File: config.mk
export PLATFORM = sky130hd
export DESIGN_NAME = load_aligner
export DESIGN_NICKNAME = d
export VERILOG_FILES = /design/src/rtl/load_aligner.sv
export SDC_FILE = /design/constraint.sdc
export NUM_CORES = 1
export LEC_CHECK = 0
export ABC_AREA = 1
export BUFFER_PORTS_ARGS = -buffer_cell sky130_fd_sc_hd__buf_4
export CORE_MARGIN = 2
export CORE_UTILIZATION = 45
export CTS_BUF_LIST = sky130_fd_sc_hd__clkbuf_16
export DETAILED_ROUTE_END_ITERATION = 10
export GPL_TIMING_DRIVEN = 0
export PLACE_DENSITY = 0.73
export SYNTH_ARGS = -nofsm -noshare
export SYNTH_HDL_FRONTEND = slang
export SYNTH_SLANG_ARGS = --single-unit
File: constraint.sdc
create_clock -name clk -period 6.2 [get_ports clk]
set_clock_uncertainty 0.2 [all_clocks]
set_input_delay 0 -clock clk [delete_from_list [all_inputs] [get_ports clk]]
set_output_delay 0 -clock clk [all_outputs]
set_load 0.03 [all_outputs]
File: src/rtl/load_aligner.sv
// Load aligner: fetches one or two memory beats for a byte/half/word load, then aligns and extends the result.
// Optional macro LOAD_ALIGNER_MISALIGNED_SPLIT_EN enables two-beat service of beat-crossing loads.
module load_aligner #(
  parameter int DATA_WIDTH = 32,
  parameter int ADDR_WIDTH = 32
) (
  input  logic                  clk,
  input  logic                  rst,
  input  logic                  req_valid,
  output logic                  req_ready,
  input  logic [ADDR_WIDTH-1:0] req_addr,
  input  logic [2:0]            req_sx_op,
  output logic                  mem_req_valid,
  output logic [ADDR_WIDTH-1:0] mem_req_addr,
  input  logic                  mem_rsp_valid,
  input  logic [DATA_WIDTH-1:0] mem_rsp_data,
  output logic                  rsp_valid,
  input  logic                  rsp_ready,
  output logic [DATA_WIDTH-1:0] rsp_data,
  output logic                  rsp_fault
);

  localparam int BYTES = DATA_WIDTH / 8;
  localparam int OFF_W = $clog2(BYTES);
  localparam int SPAN_W = OFF_W + 4;

`ifdef LOAD_ALIGNER_MISALIGNED_SPLIT_EN
  localparam bit SPLIT_EN = 1'b1;
`else
  localparam bit SPLIT_EN = 1'b0;
`endif

  // Extension op encodings; every other code is rejected with a fault.
  localparam logic [2:0] SX_0700  = 3'd0;
  localparam logic [2:0] SX_1500  = 3'd1;
  localparam logic [2:0] SX_3100  = 3'd2;
  localparam logic [2:0] SXU_0700 = 3'd4;
  localparam logic [2:0] SXU_1500 = 3'd5;

  localparam logic [1:0] IDLE = 2'd0;
  localparam logic [1:0] RD0  = 2'd1;
  localparam logic [1:0] RD1  = 2'd2;
  localparam logic [1:0] RESP = 2'd3;

  logic [1:0]            state_reg;
  logic [OFF_W-1:0]      offset_reg;
  logic [2:0]            op_reg;
  logic [DATA_WIDTH-1:0] low_reg;

  function automatic logic [3:0] op_size(input logic [2:0] op);
    case (op)
      SX_0700, SXU_0700: op_size = 4'd1;
      SX_1500, SXU_1500: op_size = 4'd2;
      SX_3100:           op_size = 4'd4;
      default:           op_size = 4'd0;
    endcase
  endfunction

  function automatic logic crosses(input logic [OFF_W-1:0] off, input logic [3:0] size);
    logic [SPAN_W-1:0] span;
    span = SPAN_W'(off) + SPAN_W'(size);
    crosses = span > SPAN_W'(BYTES);
  endfunction

  logic [OFF_W-1:0]        req_offset;
  logic                    req_legal;
  logic                    req_cross;
  logic                    rd_cross;
  logic [3:0]              cur_size;
  logic                    cur_signed;
  logic [2*DATA_WIDTH-1:0] combined;
  logic [2*DATA_WIDTH-1:0] shifted;
  logic [DATA_WIDTH-1:0]   keep_mask;
  logic                    sign_bit;
  logic [DATA_WIDTH-1:0]   result;

  assign req_ready  = (state_reg == IDLE);
  assign req_offset = req_addr[OFF_W-1:0];
  assign req_legal  = (op_size(req_sx_op) != 4'd0);
  assign req_cross  = crosses(req_offset, op_size(req_sx_op));
  assign cur_size   = op_size(op_reg);
  assign rd_cross   = crosses(offset_reg, cur_size);
  assign cur_signed = (op_reg == SX_0700) || (op_reg == SX_1500) || (op_reg == SX_3100);

  // In RD1 the incoming beat is the high half; in RD0 it is the only (low) beat.
  always_comb begin
    combined = '0;
    if (state_reg == RD1) begin
      combined = {mem_rsp_data, low_reg};
    end else begin
      combined = {{DATA_WIDTH{1'b0}}, mem_rsp_data};
    end
    shifted   = combined >> {offset_reg, 3'b000};
    keep_mask = ~({DATA_WIDTH{1'b1}} << {cur_size, 3'b000});
    case (cur_size)
      4'd1:    sign_bit = shifted[7];
      4'd2:    sign_bit = shifted[15];
      default: sign_bit = shifted[31];
    endcase
    result = shifted[DATA_WIDTH-1:0] & keep_mask;
    if (cur_signed && sign_bit) begin
      result = result | ~keep_mask;
    end
  end

  always_ff @(posedge clk or posedge rst) begin
    if (rst) begin
      state_reg     <= IDLE;
      offset_reg    <= '0;
      op_reg        <= '0;
      low_reg       <= '0;
      mem_req_valid <= 1'b0;
      mem_req_addr  <= '0;
      rsp_valid     <= 1'b0;
      rsp_data      <= '0;
      rsp_fault     <= 1'b0;
    end else begin
      mem_req_valid <= 1'b0;
      case (state_reg)
        IDLE: begin
          if (req_valid) begin
            offset_reg <= req_offset;
            op_reg     <= req_sx_op;
            if (!req_legal || (req_cross && !SPLIT_EN)) begin
              state_reg <= RESP;
              rsp_valid <= 1'b1;
              rsp_fault <= 1'b1;
              rsp_data  <= '0;
            end else begin
              state_reg     <= RD0;
              mem_req_valid <= 1'b1;
              mem_req_addr  <= {req_addr[ADDR_WIDTH-1:OFF_W], {OFF_W{1'b0}}};
            end
          end
        end
        RD0: begin
          if (mem_rsp_valid) begin
            low_reg <= mem_rsp_data;
            if (SPLIT_EN && rd_cross) begin
              state_reg     <= RD1;
              mem_req_valid <= 1'b1;
              mem_req_addr  <= mem_req_addr + ADDR_WIDTH'(BYTES);
            end else begin
              state_reg <= RESP;
              rsp_valid <= 1'b1;
              rsp_fault <= 1'b0;
              rsp_data  <= result;
            end
          end
        end
        RD1: begin
          if (mem_rsp_valid) begin
            state_reg <= RESP;
            rsp_valid <= 1'b1;
            rsp_fault <= 1'b0;
            rsp_data  <= result;
          end
        end
        default: begin
          if (rsp_ready) begin
            state_reg <= IDLE;
            rsp_valid <= 1'b0;
          end
        end
      endcase
    end
  end

endmodule

==> flow_metrics.env, run 1 <==
export IMPL_fin_tns_setup_ns=0
export IMPL_grt_antenna_before_repair=0
export IMPL_highest_layer="met4"
export IMPL_ant_nets=0
export IMPL_first_iter_violations=459
export IMPL_post_cts_resized=0
export IMPL_root_buffer="clkbuf_16"
export IMPL_vias=5956
export IMPL_fillers=1047
export IMPL_maxCapViolCount=0
export IMPL_die_h_um=116
export IMPL_core_um2=12100
export IMPL_drt_met1_wl_mm=7.85
export IMPL_syn_area_um2=5620
export IMPL_ys_seq_area_frac=0.463
export IMPL_overflow=0
export IMPL_end_kind="register"
export IMPL_via_per_inst=5.02
export IMPL_path_clk_slew_ns=0.07
export IMPL_slew_violations=0
export IMPL_worstSkewPairLatency_ns=0.36
export IMPL_synth_area_leaders="dfrtp_1 46%, nand2_1 21%, nor2_1 6.1%, o21ai_0 4.8%, inv_1 2.9%"
export IMPL_antennaDiodeCount=0
export IMPL_cp_start_kind="register"
export IMPL_fin_util=0.662
export IMPL_synth_top_area_frac=0.463
export IMPL_crit_type="register to register"
export IMPL_drc_errors=0
export IMPL_syn2layout_area_growth_pct=42.6
export IMPL_dp_hpwl_mm=12.5
export IMPL_wl_met2_mm=8.70
export IMPL_cts_sinks=104
export IMPL_fin_crit_ns=2.90
export IMPL_rows=40
export IMPL_cp_max_fo=3
export IMPL_synth_seq_cells=104
export IMPL_cts_tree="done"
export IMPL_grt_pass1_vias=5869
export IMPL_grt_max_degree=66
export IMPL_yosysWarningCount=0
export IMPL_holdCritPathClass="input port to register"
export IMPL_leakage_uw=0.00428
export IMPL_dr_wl_met3_mm=1.13
export IMPL_tightest_slew_ns=0.531
export IMPL_final_common_cell="nand2_1"
export IMPL_clk_path_buf_depth=2
export IMPL_avgSynthCellArea_um2=7.18
export IMPL_avgRoutedWirePerCell_um=15.3
export IMPL_io_pins=140
export IMPL_finalSetupViolCount=0
export IMPL_numCtsBuffers=9
export IMPL_yosysTopAreaCell="dfrtp_1"
export IMPL_synth_cells=783
export IMPL_first_pass_iters=5
export IMPL_port_buffer_count=137
export IMPL_nets=1093
export IMPL_fin_crit_sh=0.467
export IMPL_fp_dieArea_um2=13400
export IMPL_ir_drop_mv=0.287
export IMPL_start_util=0.464
export IMPL_drive_above_1_share=0.195
export IMPL_power_density_nw_per_um2=517
export IMPL_cp_required_ns=6.23
export IMPL_routed_wl_mm=18.1
export IMPL_rsz0062_at_grt="no"
export IMPL_gp_congestion=0.959
export IMPL_grt_pass1_wl_mm=29.1
export IMPL_htree_levels=3
export IMPL_grt_usage=0.281
export IMPL_maxSlewHeadroom=0.646
export IMPL_fmax_mhz=345
export IMPL_die_width_um=116
export IMPL_synth_cell_types=28
export IMPL_status="finished, final reports clean"
export IMPL_fin_hold_ws_ns=0.0550
export IMPL_mostFrequentLayoutCells="318 x nand2_1, 142 x buf_4, 104 x dfrtp_1"
export IMPL_cp_data_arrival_time_ns=2.93
export IMPL_hold_viol=0
-- cell type report --
| cell class | instances | area (µm²) | share of cell area |
|---|---|---|---|
| plain buffers | 45 | 249 | 0.0311 |
| clock buffers | 9 | 225 | 0.0281 |
| clock inverters | 7 | 86.3 | 0.0108 |
| inverters | 47 | 179 | 0.0223 |
| multi-input cells | 588 | 2590 | 0.324 |
| flip-flops and latches | 104 | 2600 | 0.325 |
| well taps | 168 | 210 | 0.0262 |
| repair buffers | 219 | 1870 | 0.233 |
-- repair_timing --
action | 4_1_cts | 5_1_grt
endpoints found under the hold margin | 175 | 0
buffers inserted | 0 | 0
hold buffers | 81 | 0
-- logic make-up (layout without fill, tap and decap cells) --
| logic type | count (synthesis) | after routing | synth area share |
|---|---|---|---|
| other cells | 1 | 2 | 0.000667 |
| fa+ha+maj | 7 | 7 | 0.0169 |
| xor+xnor | 1 | 1 | 0.00156 |
| simple gates | 453 | 453 | 0.320 |
| compound gates | 122 | 122 | 0.116 |
| mux | 3 | 3 | 0.00601 |
| flops | 104 | 104 | 0.463 |
| buf+inv | 92 | 327 | 0.0757 |
-- metal layers --
| metal | track usage | vias up |
|---|---|---|
| met1 | 0.369 | 2768 |
| met3 | 0.0669 | 37 |
| met5 | 0 | - |
| met2 | 0.467 | 225 |
| li1 | - | 2926 |
| met4 | 0.0786 | 0 |
-- per-stage QoR --
step / instances / total power [µW] / instance area, µm² / worst slack (ns)
2_1_floorplan: 784 / 2690 / 5620 / 3.27
4_1_cts: 1187 / 4110 / 8010 / 3.40
6_report: 1187 / 4150 / 8010 / 3.30
5_1_grt: 1187 / 4470 / 8010 / 3.16
3_5_place_dp: 1090 / 3420 / 6890 / 3.87
3_3_place_gp: 1089 / 3390 / 6860 / 2.02
-- cell usage after synthesis --
cell	instances
a21oi_1	21
buf_1	1
buf_2	18
buf_4	5
buf_6	5
clkbuf_1	15
clkbuf_2	1
conb_1	1
dfrtp_1	104
fa_1	1
ha_1	6
inv_1	43
inv_2	4
mux2_2	3
nand2_1	318
nand2_4	3
nand3_1	27
nand3_2	2
nand3b_1	1
nand4_1	8
nor2_1	91
nor2_2	1
o211ai_1	15
o21ai_0	54
o21ai_1	31
o22ai_1	1
or2_2	2
xor2_1	1
-- worst paths after layout --
kind	from	to	slack [ns]	depth (start not counted)
worst min-delay path	req_valid	mem_req_valid	0.06	4
worst max register to register	state_reg[0]	state_reg[1]	3.30	8
worst min register to register	mem_req_addr[16]	mem_req_addr[16]	0.28	2
worst max-delay path	state_reg[0]	state_reg[1]	3.30	8
min in group asynchronous	rst	rsp_data[25]	0.07	3
max in group asynchronous	rst	low_reg[30]	5.05	4
-- power by group --
| group | total (µW) | internal (µW) | switching (µW) |
|---|---|---|---|
| Sequential | 1140 | 969 | 168 |
| Clock | 600 | 323 | 277 |
| Combinational | 2410 | 833 | 1580 |
-- critical path, stage by stage (launching register included) --
cell and delay (ns):
dfrtp_1 0.38, inv_1 0.08, ha_1 0.39, inv_1 0.16, o22ai_1 0.11, dlygate4sd3_1 0.57, nor2_1 0.19, dlygate4sd3_1 0.62
o21ai_0 0.08
Power figures use the tool's default switching activity.
==> run 2, diff against run 1 <==
- PLACE_DENSITY: 0.73 -> 0.76
- clock period: 6.2 -> 2.58 ns (I/O delays scaled with it)
==> flow_metrics.env, run 2 (same netlist as run 1, synthesis figures left out) <==
export IMPL_status="finished, final reports clean"
export IMPL_tightest_slew_ns=0.619
export IMPL_die_h_um=116
export IMPL_antennaDiodeCount=0
export IMPL_fin_tns_setup_ns=0
export IMPL_cp_required_ns=2.69
export IMPL_htree_levels=3
export IMPL_numCtsBuffers=9
export IMPL_routed_wl_mm=18.4
export IMPL_ant_nets=0
export IMPL_final_cells=1189
export IMPL_clk_path_buf_depth=2
export IMPL_dp_cells=1091
export IMPL_maxSlewHeadroom=0.587
export IMPL_dp_hpwl_mm=12.5
export IMPL_maxCapViolCount=0
export IMPL_mostFrequentLayoutCells="318 x nand2_1, 144 x buf_4, 104 x dfrtp_1"
export IMPL_port_buffer_count=137
export IMPL_end_kind="register"
export IMPL_gp_congestion=1.00
export IMPL_final_area_um2=8050
export IMPL_start_util=0.464
export IMPL_cp_start_kind="input port"
export IMPL_cts_sinks=104
export IMPL_drive_above_1_share=0.199
export IMPL_grt_pass1_vias=5825
export IMPL_cp_max_fo=4
export IMPL_fillers=1046
export IMPL_slew_violations=0
export IMPL_reg2reg_depth=13
export IMPL_cp_data_arrival_time_ns=2.61
export IMPL_leakage_uw=0.00429
export IMPL_core_um2=12100
export IMPL_fin_crit_sh=0.969
export IMPL_grt_antenna_before_repair=0
export IMPL_fin_crit_ns=2.50
export IMPL_via_per_inst=5.11
export IMPL_finalSetupViolCount=0
export IMPL_ir_drop_mv=0.862
export IMPL_fmax_mhz=400
export IMPL_power_density_nw_per_um2=1240
export IMPL_first_iter_violations=431
export IMPL_final_common_cell="nand2_1"
export IMPL_first_pass_iters=5
export IMPL_fin_hold_ws_ns=0.0624
export IMPL_grt_pass1_wl_mm=29.3
export IMPL_drc_errors=0
export IMPL_hold_viol=0
export IMPL_overflow=0
export IMPL_syn2layout_area_growth_pct=43.3
export IMPL_fp_dieArea_um2=13400
export IMPL_grt_max_degree=41
export IMPL_avgRoutedWirePerCell_um=15.5
export IMPL_io_pins=140
export IMPL_cts_tree="done"
export IMPL_nets=1095
export IMPL_vias=6081
export IMPL_die_width_um=116
export IMPL_crit_type="input port to register"
export IMPL_holdCritPathClass="input port to async pin"
export IMPL_placed_area_um2=6910
export IMPL_path_clk_slew_ns=0.08
export IMPL_rows=40
export IMPL_grt_usage=0.284
export IMPL_worstSkewPairLatency_ns=0.37
export IMPL_root_buffer="clkbuf_16"
## run 2: cell types whose count changed in the layout (fill, tap and decap cells not counted), sizes merged
cell,previous run,this run
buf,167,170
bufinv,1,2
clkinv,1,4
dlygate4sd3,81,80
inv,51,47
## run 2: timing repair
action,4_1_cts,5_1_grt
hold buffers,80,0
resized for setup,0,1
setup buffers,0,2
setup endpoints to repair,0,1
hold endpoints to repair,136,0
## run 2: critical path, stage by stage
cell           delay [ns]
dlygate4sd3_1        0.54
buf_4                0.15
fa_1                 0.47
or2_2                0.31
nand2_1              0.13
nand4_1              0.19
inv_2                0.13
nand2_1              0.05
dlygate4sd3_1        0.56
nand2_1              0.07
## run 2: where the power goes
group          switching [µW]  internal, µW  total (µW)
Sequential                417          2330        2750
Combinational            3780          1980        5750
Clock                     645           861        1510
## run 2: layer usage
layer | track usage | wire, µm | share of wire | vias to the layer above
li1 | - | - | - | 2934
met1 | 0.361 | 7710 | 0.42 | 2847
met2 | 0.480 | 8980 | 0.49 | 249
met3 | 0.0554 | 1130 | 0.061 | 51
met4 | 0.113 | 624 | 0.034 | 0
met5 | 0 | 0 | 0 | -
## run 2: through the flow
stage / setup WS, ns / power, µW / utilization
after floorplan: 0.524 / 6470 / -
after global placement: 0.247 / 8120 / 0.567
after detailed placement: 0.223 / 8210 / 0.570
after CTS: 0.115 / 9880 / 0.663
after global routing: -0.0427 / 10700 / 0.665
final: 0.0804 / 10000 / 0.665
## run 2: cell type report
type | instances | area [µm²] | area share
well taps | 168 | 210 | 0.0261
clock buffers | 9 | 225 | 0.0280
repair buffers | 221 | 1880 | 0.234
plain buffers | 45 | 249 | 0.0309
flip-flops and latches | 104 | 2600 | 0.323
multi-input cells | 588 | 2590 | 0.322
inverters | 47 | 180 | 0.0224
clock inverters | 7 | 104 | 0.0129
## run 2: final timing paths
path                               endpoint  slack (ns)    startpoint
setup / recovery           mem_req_addr[30]        0.08   req_addr[1]
hold / removal              mem_req_addr[9]        0.06           rst
setup reg to reg               rsp_data[14]        0.15  state_reg[0]
hold reg to reg                 rsp_data[9]        0.28   rsp_data[9]
max in group asynchronous      rsp_data[19]        1.26           rst
min in group clk                  rsp_valid        0.07  req_sx_op[1]
